<file path="config.mk">
export PLATFORM = sky130hd
export DESIGN_NAME = chime_scheduler
export DESIGN_NICKNAME = d
export VERILOG_FILES = /design/src/rtl/chime_scheduler.sv
export SDC_FILE = /design/constraint.sdc
export NUM_CORES = 1
export LEC_CHECK = 0
export BUFFER_PORTS_ARGS = -buffer_cell sky130_fd_sc_hd__buf_2
export CAP_MARGIN = 20
export CORE_MARGIN = 2
export CORE_UTILIZATION = 23
export DETAILED_ROUTE_END_ITERATION = 10
export GPL_ROUTABILITY_DRIVEN = 0
export HOLD_SLACK_MARGIN = 0.06
export PLACE_DENSITY_LB_ADDON = 0.25
export SKIP_CTS_REPAIR_TIMING = 1
export SLEW_MARGIN = 0
export SYNTH_ARGS = -nofsm -noshare
export SYNTH_HDL_FRONTEND = slang
export SYNTH_SLANG_ARGS = --single-unit
export TNS_END_PERCENT = 50
</file>
<file path="constraint.sdc">
create_clock -name CLOCK_50 -period 2.21 [get_ports CLOCK_50]
set_clock_uncertainty 0.05 [all_clocks]
set_input_delay 0.3315 -clock CLOCK_50 [delete_from_list [all_inputs] [get_ports CLOCK_50]]
set_output_delay 0.3315 -clock CLOCK_50 [all_outputs]
set_load 0.02 [all_outputs]
</file>
<file path="src/rtl/chime_scheduler.sv">
// rtl/chime_scheduler.sv - hourly chime and alarm strike sequencer driving a tone generator
module chime_scheduler #(
    parameter int GAP_CYCLES  = 25000000,
    parameter int ACK_TIMEOUT = 16,
    parameter int ALARM_MAX   = 30
) (
    input  logic       CLOCK_50,
    input  logic       RESET_N,
    input  logic [4:0] hour,
    input  logic [5:0] minute,
    input  logic [5:0] second,
    input  logic       tick_1hz,
    input  logic       chime_en,
    input  logic       alarm_hit,
    input  logic       alarm_stop,
    input  logic       snd_busy,
    output logic       play_sound,
    output logic [1:0] src,
    output logic [5:0] strikes_left
);

    localparam int GW = (GAP_CYCLES > 1) ? $clog2(GAP_CYCLES) : 1;
    localparam int AW = (ACK_TIMEOUT > 1) ? $clog2(ACK_TIMEOUT) : 1;
    localparam logic [GW-1:0] GAP_LAST   = GW'((GAP_CYCLES > 0) ? GAP_CYCLES - 1 : 0);
    localparam logic [AW-1:0] ACK_LAST   = AW'((ACK_TIMEOUT > 0) ? ACK_TIMEOUT - 1 : 0);
    localparam logic [5:0]    ALARM_LOAD = 6'(ALARM_MAX);

    localparam logic [1:0] SRC_NONE  = 2'b00;
    localparam logic [1:0] SRC_HOUR  = 2'b01;
    localparam logic [1:0] SRC_ALARM = 2'b10;

    typedef enum logic [2:0] {
        S_IDLE       = 3'd0,
        S_FIRE       = 3'd1,
        S_WAIT_START = 3'd2,
        S_WAIT_DONE  = 3'd3,
        S_GAP        = 3'd4
    } state_t;

    state_t        state;
    state_t        state_nxt;
    logic          alarm_pend;
    logic          hour_pend;
    logic [5:0]    hour_strikes;
    logic [GW-1:0] gap_cnt;
    logic [AW-1:0] ack_cnt;
    logic          load_alarm;
    logic          load_hour;

    logic       alarm_active;
    logic       stop_now;
    logic       alarm_req;
    logic       hour_req;
    logic [4:0] h12;
    logic [5:0] hour_load;
    logic       gap_done;
    logic       ack_done;

    assign alarm_active = (src == SRC_ALARM);
    assign stop_now     = alarm_stop && alarm_active;
    assign alarm_req    = alarm_hit && !alarm_active;
    assign hour_req     = tick_1hz && chime_en && (minute == 6'd0) && (second == 6'd0);
    assign h12          = (hour >= 5'd12) ? hour - 5'd12 : hour;
    assign hour_load    = (h12 == 5'd0) ? 6'd12 : {1'b0, h12};
    assign gap_done     = (gap_cnt == GAP_LAST);
    assign ack_done     = (ack_cnt == ACK_LAST);

    always_ff @(posedge CLOCK_50 or negedge RESET_N) begin
        if (!RESET_N) begin
            state <= S_IDLE;
        end else begin
            state <= state_nxt;
        end
    end

    // A pending alarm pre-empts an hourly run only at the end of a gap, so a strike is never cut.
    always_comb begin
        state_nxt  = state;
        load_alarm = 1'b0;
        load_hour  = 1'b0;
        case (state)
            S_IDLE: begin
                if (alarm_pend) begin
                    state_nxt  = S_FIRE;
                    load_alarm = 1'b1;
                end else if (hour_pend) begin
                    state_nxt = S_FIRE;
                    load_hour = 1'b1;
                end
            end
            S_FIRE: begin
                if (strikes_left == 6'd0 || stop_now) begin
                    state_nxt = S_IDLE;
                end else if (!snd_busy) begin
                    state_nxt = S_WAIT_START;
                end
            end
            S_WAIT_START: begin
                if (snd_busy || ack_done) begin
                    state_nxt = S_WAIT_DONE;
                end
            end
            S_WAIT_DONE: begin
                if (!snd_busy) begin
                    state_nxt = (strikes_left == 6'd0 || stop_now) ? S_IDLE : S_GAP;
                end
            end
            S_GAP: begin
                if (stop_now) begin
                    state_nxt = S_IDLE;
                end else if (gap_done) begin
                    if (alarm_pend) begin
                        state_nxt  = S_FIRE;
                        load_alarm = 1'b1;
                    end else if (strikes_left != 6'd0) begin
                        state_nxt = S_FIRE;
                    end else begin
                        state_nxt = S_IDLE;
                    end
                end
            end
            default: state_nxt = S_IDLE;
        endcase
    end

    always_comb begin
        play_sound = (state == S_FIRE) && !snd_busy && (strikes_left != 6'd0) && !stop_now;
    end

    always_ff @(posedge CLOCK_50 or negedge RESET_N) begin
        if (!RESET_N) begin
            alarm_pend   <= 1'b0;
            hour_pend    <= 1'b0;
            hour_strikes <= 6'd0;
            strikes_left <= 6'd0;
            src          <= SRC_NONE;
            gap_cnt      <= '0;
            ack_cnt      <= '0;
        end else begin
            if (load_alarm) begin
                alarm_pend <= 1'b0;
            end else if (alarm_req) begin
                alarm_pend <= 1'b1;
            end

            if (load_hour || load_alarm) begin
                hour_pend <= 1'b0;
            end
            if (hour_req && !alarm_active && !load_alarm) begin
                hour_pend    <= 1'b1;
                hour_strikes <= hour_load;
            end
            if (alarm_req) begin
                hour_pend <= 1'b0;
            end

            if (load_alarm) begin
                strikes_left <= ALARM_LOAD;
                src          <= SRC_ALARM;
            end else if (load_hour) begin
                strikes_left <= hour_strikes;
                src          <= SRC_HOUR;
            end else if (stop_now) begin
                strikes_left <= 6'd0;
            end else if (state == S_WAIT_DONE && !snd_busy && strikes_left != 6'd0) begin
                strikes_left <= strikes_left - 6'd1;
            end
            if (state_nxt == S_IDLE) begin
                strikes_left <= 6'd0;
                src          <= SRC_NONE;
            end

            gap_cnt <= (state == S_GAP && state_nxt == S_GAP) ? gap_cnt + 1'b1 : '0;
            ack_cnt <= (state == S_WAIT_START && state_nxt == S_WAIT_START) ? ack_cnt + 1'b1 : '0;
        end
    end

endmodule

</file>
# == Word-level counts from Yosys, hierarchy flattened ==
# Index checks and enable logic that the tools add are counted.
# op_classes
muxes,36
addsub,4
eq_ne,9
reduce_logical,32
magnitude_cmp,1
# ops
cell,count
$mux 6,5
$mux 3,9
$add 25x1->25 const B,1
$eq 25x25->1 const B,1
$mux 25,1
$logic_not 6->1,3
$pmux 3 s5,1
$logic_and 1x1->1,14
$mux 1,13
$mux 5,2
$eq 3x2->1 const B,3
$eq 3x3->1 const B,2
$logic_not 3->1,2
$mux 2,3
$reduce_bool 3->1,2
$reduce_bool 6->1,1
$sub 6x1->6 const B,1
$ge 5x4->1 const B,1
$logic_not 5->1,1
$reduce_bool 5->1,1
$sub 5x4->5 const B,1
$add 4x1->4 const B,1
$eq 4x4->1 const B,1
$logic_not 1->1,4
other kinds (6),8
# word_totals
regBits,48
wordCells,90
out_inout_bits,9

# == Logic depth before layout (Yosys ltp) ==
# Gate-level depths: netlist of the first run.
# depth
ltp_word,9
depth_mapped,7
ltp_nobuf,7

# == Worst setup path after synthesis of the first run ==
# OpenSTA, ideal clock, no wires.
# synth_path
path_type,flip-flop to flip-flop
from,register strikes_left[2]
to,register src[0]
arrival_ns,1.916
stages_incl_launch_ff,6
setup_ns,0.136
n_path_buf,0
synth_period_minus_slack_ns,2.102
slack_ns,0.108
cell_sequence,dfrtp_1 -> or4_4 -> o211ai_1 -> a21oi_2 -> a211oi_4 -> nor3_1
# synth_between
elab_chain_cells,8
# synth_lines
element,line,text
from (decl),19,output logic [5:0] strikes_left
from (signal assigned),161,strikes_left <= hour_strikes;
from (signal assigned),166,strikes_left <= strikes_left - 6'd1;
$reduce_bool 6->1,115,end else if (strikes_left != 6'd0) begin
$mux 1,115,
$mux 1,112,if (alarm_pend) begin
$mux 3,111,end else if (gap_done) begin
$mux 3,109,if (stop_now) begin
$pmux 3 s5 (*),81,case (state)
$logic_not 3->1 (*),168,if (state_nxt == S_IDLE) begin
$reduce_bool 3->1 (no line) or $mux 2 (tied branches),-,
to (signal assigned),136,src <= SRC_NONE;
to (signal assigned),162,src <= SRC_HOUR;
to (signal assigned),170,src <= SRC_NONE;
to (decl),18,"output logic [1:0] src,"
# Mark *: on every way between the ends. The rest lies on a longest branch, timed or not.
# A chain may end at the register's enable or synchronous reset.

# == Final worst setup path of the first run ==
# layout_path
from,register strikes_left[3]
to,output port play_sound
# layout_between
elab_chain_cells,3
# layout_lines
element,line,text
$reduce_bool 6->1,127,play_sound = (state == S_FIRE) && !snd_busy && (strikes_left != 6'd0) && !stop_now;
$logic_and 1x1->1 (2 in series),127,
to (decl),17,"output logic play_sound,"
# Every way passes these cells.

==> results of run 1 <==
## metal layers
metal,global-route usage,up-vias,part of all wire
li1,-,1083,-
met1,0.145,1077,0.48
met2,0.189,20,0.49
met3,0.0223,8,0.021
met4,0.0321,0,0.012
met5,0,-,0
## sequential cells by signal, indices dropped and copies added, names as in the netlist
signal / cells
ack_cnt: 4
alarm_pend: 1
gap_cnt: 25
hour_pend: 1
hour_strikes: 5
src: 2
state: 3
strikes_left: 6
## final timing paths
path,end,slack (ps),depth (start not counted)
max,play_sound,-70,5
min,gap_cnt[8]$_DFF_PN0_,100,2
max reg2reg,hour_strikes[4]$_DFFE_PN0P_,60,5
min reg2reg,ack_cnt[0]$_DFF_PN0_,410,1
max in group asynchronous,strikes_left[3]$_DFFE_PN0P_,1610,2
min in group CLOCK_50,hour_pend$_DFFE_PN0P_,210,2
## Yosys cell counts (3+ instances only)
| master | n | area [um2] |
|---|---|---|
| a21oi_1 | 8 | 40.0 |
| xnor2_1 | 8 | 70.1 |
| nor2b_1 | 4 | 25.0 |
| inv_1 | 6 | 22.5 |
| nor3_1 | 3 | 15.0 |
| and2_1 | 4 | 25.0 |
| nand3b_1 | 3 | 22.5 |
| xor2_1 | 17 | 149 |
| nor4_1 | 5 | 31.3 |
| and3_1 | 9 | 56.3 |
| or2_2 | 3 | 18.8 |
| mux2_2 | 5 | 56.3 |
| clkbuf_1 | 3 | 11.3 |
| o21ai_0 | 5 | 25.0 |
| nand2_1 | 16 | 60.1 |
| nand3_1 | 17 | 85.1 |
| nand2b_1 | 9 | 56.3 |
| a31oi_1 | 4 | 25.0 |
| o211ai_1 | 6 | 45.0 |
| nand4_1 | 8 | 50.1 |
| nor2_1 | 41 | 154 |
| dfrtp_1 | 47 | 1180 |
| ha_1 | 4 | 50.1 |
## where the power goes
group	total [mW]	switching, mW	leakage, nW	internal [mW]
combinational	1.08	0.604	0.741	0.473
clock	0.733	0.315	0.0669	0.418
sequential	1.03	0.0813	0.646	0.944
total	2.84	1.00	1.45	1.84
## worst max-delay path: cells and delay by family, from the launching register on
| kind | cells | cell delay (ps) |
|---|---|---|
| buffers and inverters | 1 | 130 |
| AOI/OAI and AO/OA | 1 | 320 |
| and+or+nand+nor | 3 | 790 |
| DFF | 1 | 380 |
## metrics by stage
| stage | setup slack, ps | util |
|---|---|---|
| after floorplan | 108 | - |
| after global placement | 25.0 | 0.282 |
| after detailed placement | 21.1 | 0.282 |
| after CTS | -197 | 0.295 |
| after global routing | -143 | 0.306 |
| final | -72.2 | 0.306 |
## layout make-up
cell class	count	area [um2]	share of cell area
Timing Repair Buffer	61	400	0.120
Clock buffer	6	129	0.0385
Inverter	6	22.5	0.00673
Sequential cell	47	1180	0.351
Clock inverter	2	12.5	0.00374
Tap cell	140	175	0.0523
Multi-Input combinational cell	210	1430	0.428
## kinds of logic after synthesis
group	share of synthesized area
compound gates	0.102
xor+xnor	0.0842
fa+ha+maj	0.0192
buf+inv	0.0188
flops	0.452
mux	0.0293
simple gates	0.294
==> flow_summary.yaml, run 1 <==
status:
  status: "finished, violations left"
  violations: "negative setup slack"
drt:
  first_pass_iters: 4
  vias: 2188
  wl_mm: 6.06
  drc: 0
  vias_per_cell: 4.64
  drtIter0Drc: 47
  ant_nets: 0
  routedWlPerCell_um: 12.8
critical_path:
  cp-end-kind: "primary output"
  crit_chain: "or4_4, o211ai_1, or2_4, nor2_2, buf_6"
  crit_type: "register to primary output"
  slowest_stage: "or4_4"
  cp-start-kind: "register"
  crit_required_ps: 1830
  path_max_fanout: 4
  cp.arrival_ps: 1900
  critPathLaunch: "strikes_left[3]$_DFFE_PN0P_"
  critPathMaxStageDelay_ps: 560
  reg2reg_from: "gap_cnt[9]$_DFF_PN0_"
floorplan:
  core_area_um2: 10900
  die_h_um: 110
  rows: 38
  start_util: 0.238
  die-width_um: 110
  ioPinCount: 33
  dieArea_um2: 12200
layout:
  stdcell_count: 472
  drive_gt1_frac: 0.286
  layout.nets: 359
  area_delta_synth_final_pct: 28.7
  antenna_cells: 0
  fillerInstances: 1156
  final_common_cell: "dfrtp_1"
  layout_common_cells: "dfrtp_1, nor2_1, buf_2"
  final_area_um2: 3350
yosys:
  synth.yosys.seq_area_share: 0.452
  ys.flop_type: "dfrtp_1"
  synth-edff-count: 0
  synth_cell_types: 50
  postSynthAreaPerCell_um2: 9.71
  synth_fp_nets: 296
  ys_ff_latch: 47
  syn_inst: 268
  synthArstFlopShare: 1.00
  ys_warn_count: 0
  synthesis.area_um2: 2600
power_and_ir_drop:
  ir_drop_v: 0.000483
  p_per_area_nw_per_um2: 847
  p_total_mw: 2.84
  leakage_nw: 1.45
clocking:
  cts_tree: "built"
  ctsRootBufferMaster: "clkbuf_16"
  cts-htree-levels: 2
  path_clk_slew_ps: 60
  clk_latency_ps: 280
  cts_inserted_buffers: 5
  cts_sinks: 47
  cts_buffer_depth: 2
placement:
  dpl_cell_area_um2: 3090
  numPortBuffers: 32
  hpwl_mm: 4.39
  dp_cells: 457
timing:
  max_slew_margin: 0.594
  holdWs_ps: 97.9
  rsz0062_at_grt: "true"
  worst_slew_pin_slew_ps: 610
  worst_slack_ps: -72.2
  tns_ps: -72.2
  finalCriticalPeriod_ps: 2280
  finalMaxSlewViolations: 0
  post-route-period-util: 1.03
  timing.fmax_ghz: 0.438
  setup_viol: 1
  hold_viol_final: 0
grt:
  grt-ovfl-total: 0
  grt_pass1_vias: 2273
  grtUsageTotal: 0.112
  antenna_found_initial: 0
  grt_pass1_wl_mm: 10.7
  grt_max_degree: 48
hold_path:
  hp-class: "primary input to async pin"
run:
  maxCapViolCount: 0
No activity file was read; power rests on OpenSTA's default activity.
==> run 2, diff against run 1 <==
- SETUP_SLACK_MARGIN: unset -> 0.05
==> run 2 against run 1 <==
  * The run still ends with negative setup slack left
  * Fmax is essentially flat
  * Clock power grew 0.7%
  * Cell count rose by 0.21%
  * Sequential cell count stayed put
  * Die area unchanged
  * Core utilization increased by 0.27 points
  * Critical endpoint unchanged
  * Largest power group unchanged
==> flow_summary.yaml, run 2 (synthesized netlist as in run 1, its figures left out) <==
timing:
  max_slew_margin: 0.592
  holdWs_ps: 97.9
  finalMaxSlewViolations: 0
  rsz0062_at_grt: "true"
  post-route-period-util: 1.03
  setup_viol: 1
  worst_slack_ps: -74.1
  finalCriticalPeriod_ps: 2280
  worst_slew_pin_slew_ps: 612
  timing.fmax_ghz: 0.438
  hold_viol_final: 0
critical_path:
  reg2reg_from: "gap_cnt[9]$_DFF_PN0_"
  r2r_slack_ps: 60
  worst-path-buf-inv: 1
  slowest_stage: "or4_4"
  worstReg2RegEnd: "hour_strikes[4]$_DFFE_PN0P_"
  crit_required_ps: 1830
  ff2ff_path_depth: 5
  cp-end-kind: "primary output"
  crit_type: "register to primary output"
  cp-start-kind: "register"
  critPathMaxStageDelay_ps: 560
  crit_chain: "or4_4, o211ai_1, or2_4, nor2_2, buf_6"
  cp.arrival_ps: 1900
  path_max_fanout: 4
  crit_family: "simple AND/OR/NAND/NOR gates"
floorplan:
  start_util: 0.238
  ioPinCount: 33
  core_area_um2: 10900
  dieArea_um2: 12200
  die_h_um: 110
  die-width_um: 110
  rows: 38
power_and_ir_drop:
  p_per_area_nw_per_um2: 846
  switchingPower_mw: 1.01
  seq_power_share: 0.359
  p_comb_frac: 0.383
  p_total_mw: 2.86
  ir_drop_v: 0.000485
  p_int_mw: 1.85
  clockPowerShare: 0.258
  switching_share: 0.354
  leakage_nw: 1.47
grt:
  antenna_found_initial: 0
  grt-ovfl-total: 0
  grt_pass1_wl_mm: 10.7
  grtUsageTotal: 0.112
  grt_max_degree: 48
  grt_pass1_vias: 2273
layout:
  drive_gt1_frac: 0.288
  largest_register: "gap_cnt"
  largestRegisters: "gap_cnt x25, strikes_left x6, hour_strikes x5"
  area_delta_synth_final_pct: 29.9
  multi_input_area_um2: 1440
  antenna_cells: 0
  fillerInstances: 1151
  layout_common_cells: "dfrtp_1, nor2_1, buf_2"
  final_area_um2: 3380
  largest_reg_flops: 25
  final_common_cell: "dfrtp_1"
  ff_latch_area_um2: 1180
  layout.nets: 360
placement:
  hpwl_mm: 4.39
  numPortBuffers: 32
  dpl_cell_area_um2: 3090
drt:
  vias_per_cell: 4.66
  vias: 2205
  drc: 0
  wl_mm: 6.18
  first_pass_iters: 4
  ant_nets: 0
  routedWlPerCell_um: 13.1
  drtIter0Drc: 43
clocking:
  path_clk_slew_ps: 70
  clk_latency_ps: 290
  cts_buffer_depth: 2
  cts-htree-levels: 2
  cts_tree: "built"
  cts_inserted_buffers: 5
  ctsRootBufferMaster: "clkbuf_16"
  cts_sinks: 47
status:
  status: "finished, violations left"
  violations: "negative setup slack"
run:
  maxCapViolCount: 0
hold_path:
  hp-class: "primary input to async pin"
## run 2: cell types whose count changed in the layout (fill, tap and decap cells not counted), sizes merged
cell,previous run,this run
clkbuf,6,7
## run 2: final cells by class
cell class	count	area share
clock inverter	2	0.00370
tap	140	0.0519
inverter	6	0.00667
clock buffer	6	0.0381
sequential	47	0.348
timing repair buffer	62	0.126
multi-input combinational	210	0.426
## run 2: power groups by stage
stage | sequential (mW) | clock [mW] | combinational [mW]
finish | 1.03 | 0.738 | 1.09
detailed placement | 1.04 | 0 | 0.975
CTS | 1.03 | 0.768 | 0.981
floorplan | 1.08 | 0 | 0.576
global placement | 1.04 | 0 | 0.976
global route | 1.04 | 0.814 | 1.20
## run 2: worst reg2reg max path, stage by stage, from the launching register on
cell	delay [ps]
dfrtp_1	380
or4_4	560
nor4_4	390
nand3_2	190
nand3b_4	170
mux2_4	310
## run 2: through the flow
step	utilization	std cells	worst slack [ps]	TNS (ps)
final	0.309	473	-74.1	-74.1
after global routing	0.309	473	-143	-423
after CTS	0.295	465	-197	-197
after detailed placement	0.282	457	21.1	0
after global placement	0.282	457	25.0	0
after floorplan	-	268	108	0
## run 2: worst max-delay path by stage
stage / start / endpoint / depth (start not counted)
CTS: strikes_left[2]$_DFFE_PN0P_ / play_sound / 5
finish: strikes_left[3]$_DFFE_PN0P_ / play_sound / 5
global route: strikes_left[2]$_DFFE_PN0P_ / play_sound / 5
global placement: gap_cnt[0]$_DFF_PN0_ / hour_strikes[0]$_DFFE_PN0P_ / 7
detailed placement: gap_cnt[7]$_DFF_PN0_ / hour_strikes[4]$_DFFE_PN0P_ / 5
floorplan: strikes_left[2]$_DFFE_PN0P_ / src[0]$_DFFE_PN0P_ / 5
## run 2: routing by layer
layer	GRT usage	part of all wire	vias up
met5	0	0	-
met4	0.0321	0.012	0
met3	0.0223	0.021	8
met2	0.189	0.49	20
met1	0.145	0.48	1092
li1	-	-	1085
==> run 3, diff against run 2 <==
- ABC_AREA: unset -> 1
==> run 3 against run 2 <==
  * The run now ends clean
  * Power is 8.9% higher
  * Non-clock buffer count shrank 26
  * Sequential cell count is the same
  * Combinational power grew 15%
  * Setup slack better by 280 ps
  * Largest cell class unchanged
  * Highest routed layer unchanged
==> flow_summary.yaml, run 3 <==
layout:
  final_common_cell: "nand2_1"
  area_delta_synth_final_pct: 18.3
  layout.nets: 441
  stdcell_count: 586
  layout_common_cells: "nand2_1, nor2_1, dfrtp_1"
  largestRegisters: "gap_cnt x25, strikes_left x6, hour_strikes x5"
  drive_gt1_frac: 0.254
  largest_register: "gap_cnt"
  ff_latch_area_um2: 1180
  antenna_cells: 0
  fin_util: 0.279
  largest_reg_flops: 25
  multi_input_area_um2: 1610
  fillerInstances: 1410
drt:
  ant_nets: 0
  drtIter0Drc: 128
  drc: 0
  first_pass_iters: 4
  vias: 2468
  wl_mm: 6.75
  vias_per_cell: 4.21
  routedWlPerCell_um: 11.5
timing:
  rsz0062_at_grt: "false"
  setup_viol: 0
  worst_slew_pin_slew_ps: 498
  tns_ps: 0
  finalCriticalPeriod_ps: 2000
  hold_viol_final: 0
  finalMaxSlewViolations: 0
  post-route-period-util: 0.905
  timing.fmax_ghz: 0.500
  max_slew_margin: 0.666
  holdWs_ps: 239
yosys:
  synth_mux_area_frac: 0
  yosysTopAreaCell: "dfrtp_1"
  yosysMostFrequentCell: "nand2_1"
  yosys.area.top_type_share: 0.395
  synth_top_cells_by_count: "nand2_1, nor2_1, dfrtp_1"
  yosys.area_share.simple: 0.421
  postSynthAreaPerCell_um2: 7.99
  synth-xor-area-share: 0.0530
  synth-edff-count: 0
  synthAdderAreaFrac: 0.0168
  syn_inst: 372
  ys_ff_latch: 47
  synth_top_family_by_area: "simple AND/OR/NAND/NOR gates"
  synthTopCellsByArea: "dfrtp_1, nand2_1, nor2_1"
  synthesis.area_um2: 2970
  synthArstFlopShare: 1.00
  synth_cell_types: 37
  synth.yosys.seq_area_share: 0.395
  synth_fp_nets: 400
  ys_warn_count: 0
  synth_compound_area_frac: 0.0484
  ys.flop_type: "dfrtp_1"
clocking:
  cts_buffer_depth: 2
  cts_inserted_buffers: 5
  ctsRootBufferMaster: "clkbuf_16"
  clk_latency_ps: 290
  cts_sinks: 47
  path_clk_slew_ps: 70
  cts-htree-levels: 2
  cts_tree: "built"
critical_path:
  cp-start-kind: "register"
  crit_path_end: "play_sound"
  ff2ff_path_depth: 13
  crit_required_ps: 1830
  cp.arrival_ps: 1620
  r2r_slack_ps: 330
  path_max_fanout: 4
  critPathLaunch: "strikes_left[0]$_DFFE_PN0P_"
  cp-end-kind: "primary output"
  crit_type: "register to primary output"
  reg2reg_from: "strikes_left[0]$_DFFE_PN0P_"
  worstReg2RegEnd: "src[1]$_DFFE_PN0P_"
grt:
  grt_max_degree: 22
  grt-ovfl-total: 0
  antenna_found_initial: 0
  grt_pass1_wl_mm: 12.2
  grt_pass1_vias: 2584
  grtUsageTotal: 0.105
placement:
  dp_cells: 577
  hpwl_mm: 5.46
  numPortBuffers: 32
run:
  maxCapViolCount: 0
floorplan:
  ioPinCount: 33
  core_area_um2: 12600
  die-width_um: 118
  dieArea_um2: 13900
  rows: 41
  die_h_um: 118
  start_util: 0.236
power_and_ir_drop:
  leakage_nw: 1.56
  p_comb_frac: 0.402
  clockPowerShare: 0.245
  p_int_mw: 1.80
  seq_power_share: 0.353
  p_per_area_nw_per_um2: 885
  ir_drop_v: 0.000403
  switchingPower_mw: 1.31
  switching_share: 0.421
status:
  status: "complete, no violations"
hold_path:
  hp-class: "primary input to register"
## run 3: cells by family after synthesis
kind of cell	after synthesis
adder cells (fa/ha/maj)	4
flip-flops	47
AND/OR/NAND/NOR	230
AO/OA/AOI/OAI	24
buffers and inverters	49
XOR/XNOR	18
## run 3: final cells by class
type / count / share of cell area
sequential: 47 / 0.334
inverter: 47 / 0.0526
timing repair buffer: 36 / 0.0548
clock inverter: 2 / 0.00356
multi-input combinational: 276 / 0.457
tap: 172 / 0.0612
clock buffer: 6 / 0.0366
## run 3: routing by layer
layer	part of all wire	wire length, um	GRT usage
met5	0	0	0
met4	0.011	73	0.0294
met3	0.032	219	0.0252
met2	0.49	3280	0.177
met1	0.47	3170	0.135
## run 3: worst min-delay path by stage
stage / start / end / slack [ps] / cells after the start
after floorplan: RESET_N / ack_cnt[0]$_DFF_PN0_ / -10 / 0
after global placement: RESET_N / gap_cnt[3]$_DFF_PN0_ / 260 / 1
after detailed placement: RESET_N / gap_cnt[3]$_DFF_PN0_ / 270 / 1
after CTS: RESET_N / strikes_left[2]$_DFFE_PN0P_ / -40 / 1
after global routing: hour[1] / hour_strikes[1]$_DFFE_PN0P_ / 240 / 3
final: hour[1] / hour_strikes[1]$_DFFE_PN0P_ / 240 / 3
## run 3: per-stage QoR
step / total power, mW / area, um2 / worst slack, ps
3_5_place_dp: 2.38 / 3360 / 240
5_1_grt: 3.36 / 3520 / 94.7
3_3_place_gp: 2.36 / 3360 / 283
6_report: 3.11 / 3520 / 211
2_1_floorplan: 2.06 / 2970 / 341
4_1_cts: 3.14 / 3500 / 122
## run 3: critical path: stages, from the launching register on
cell	delay [ps]
dfrtp_1	420
inv_2	100
ha_1	180
inv_1	70
nor2_4	100
nand3_2	100
nand4_1	140
inv_1	60
buf_2	150
## run 3: power groups by stage
stage / Clock, mW / Combinational [mW] / Sequential [mW]
3_5_place_dp: 0 / 1.27 / 1.11
6_report: 0.762 / 1.25 / 1.10
2_1_floorplan: 0 / 0.907 / 1.15
5_1_grt: 0.817 / 1.42 / 1.12
4_1_cts: 0.779 / 1.27 / 1.10
3_3_place_gp: 0 / 1.25 / 1.11
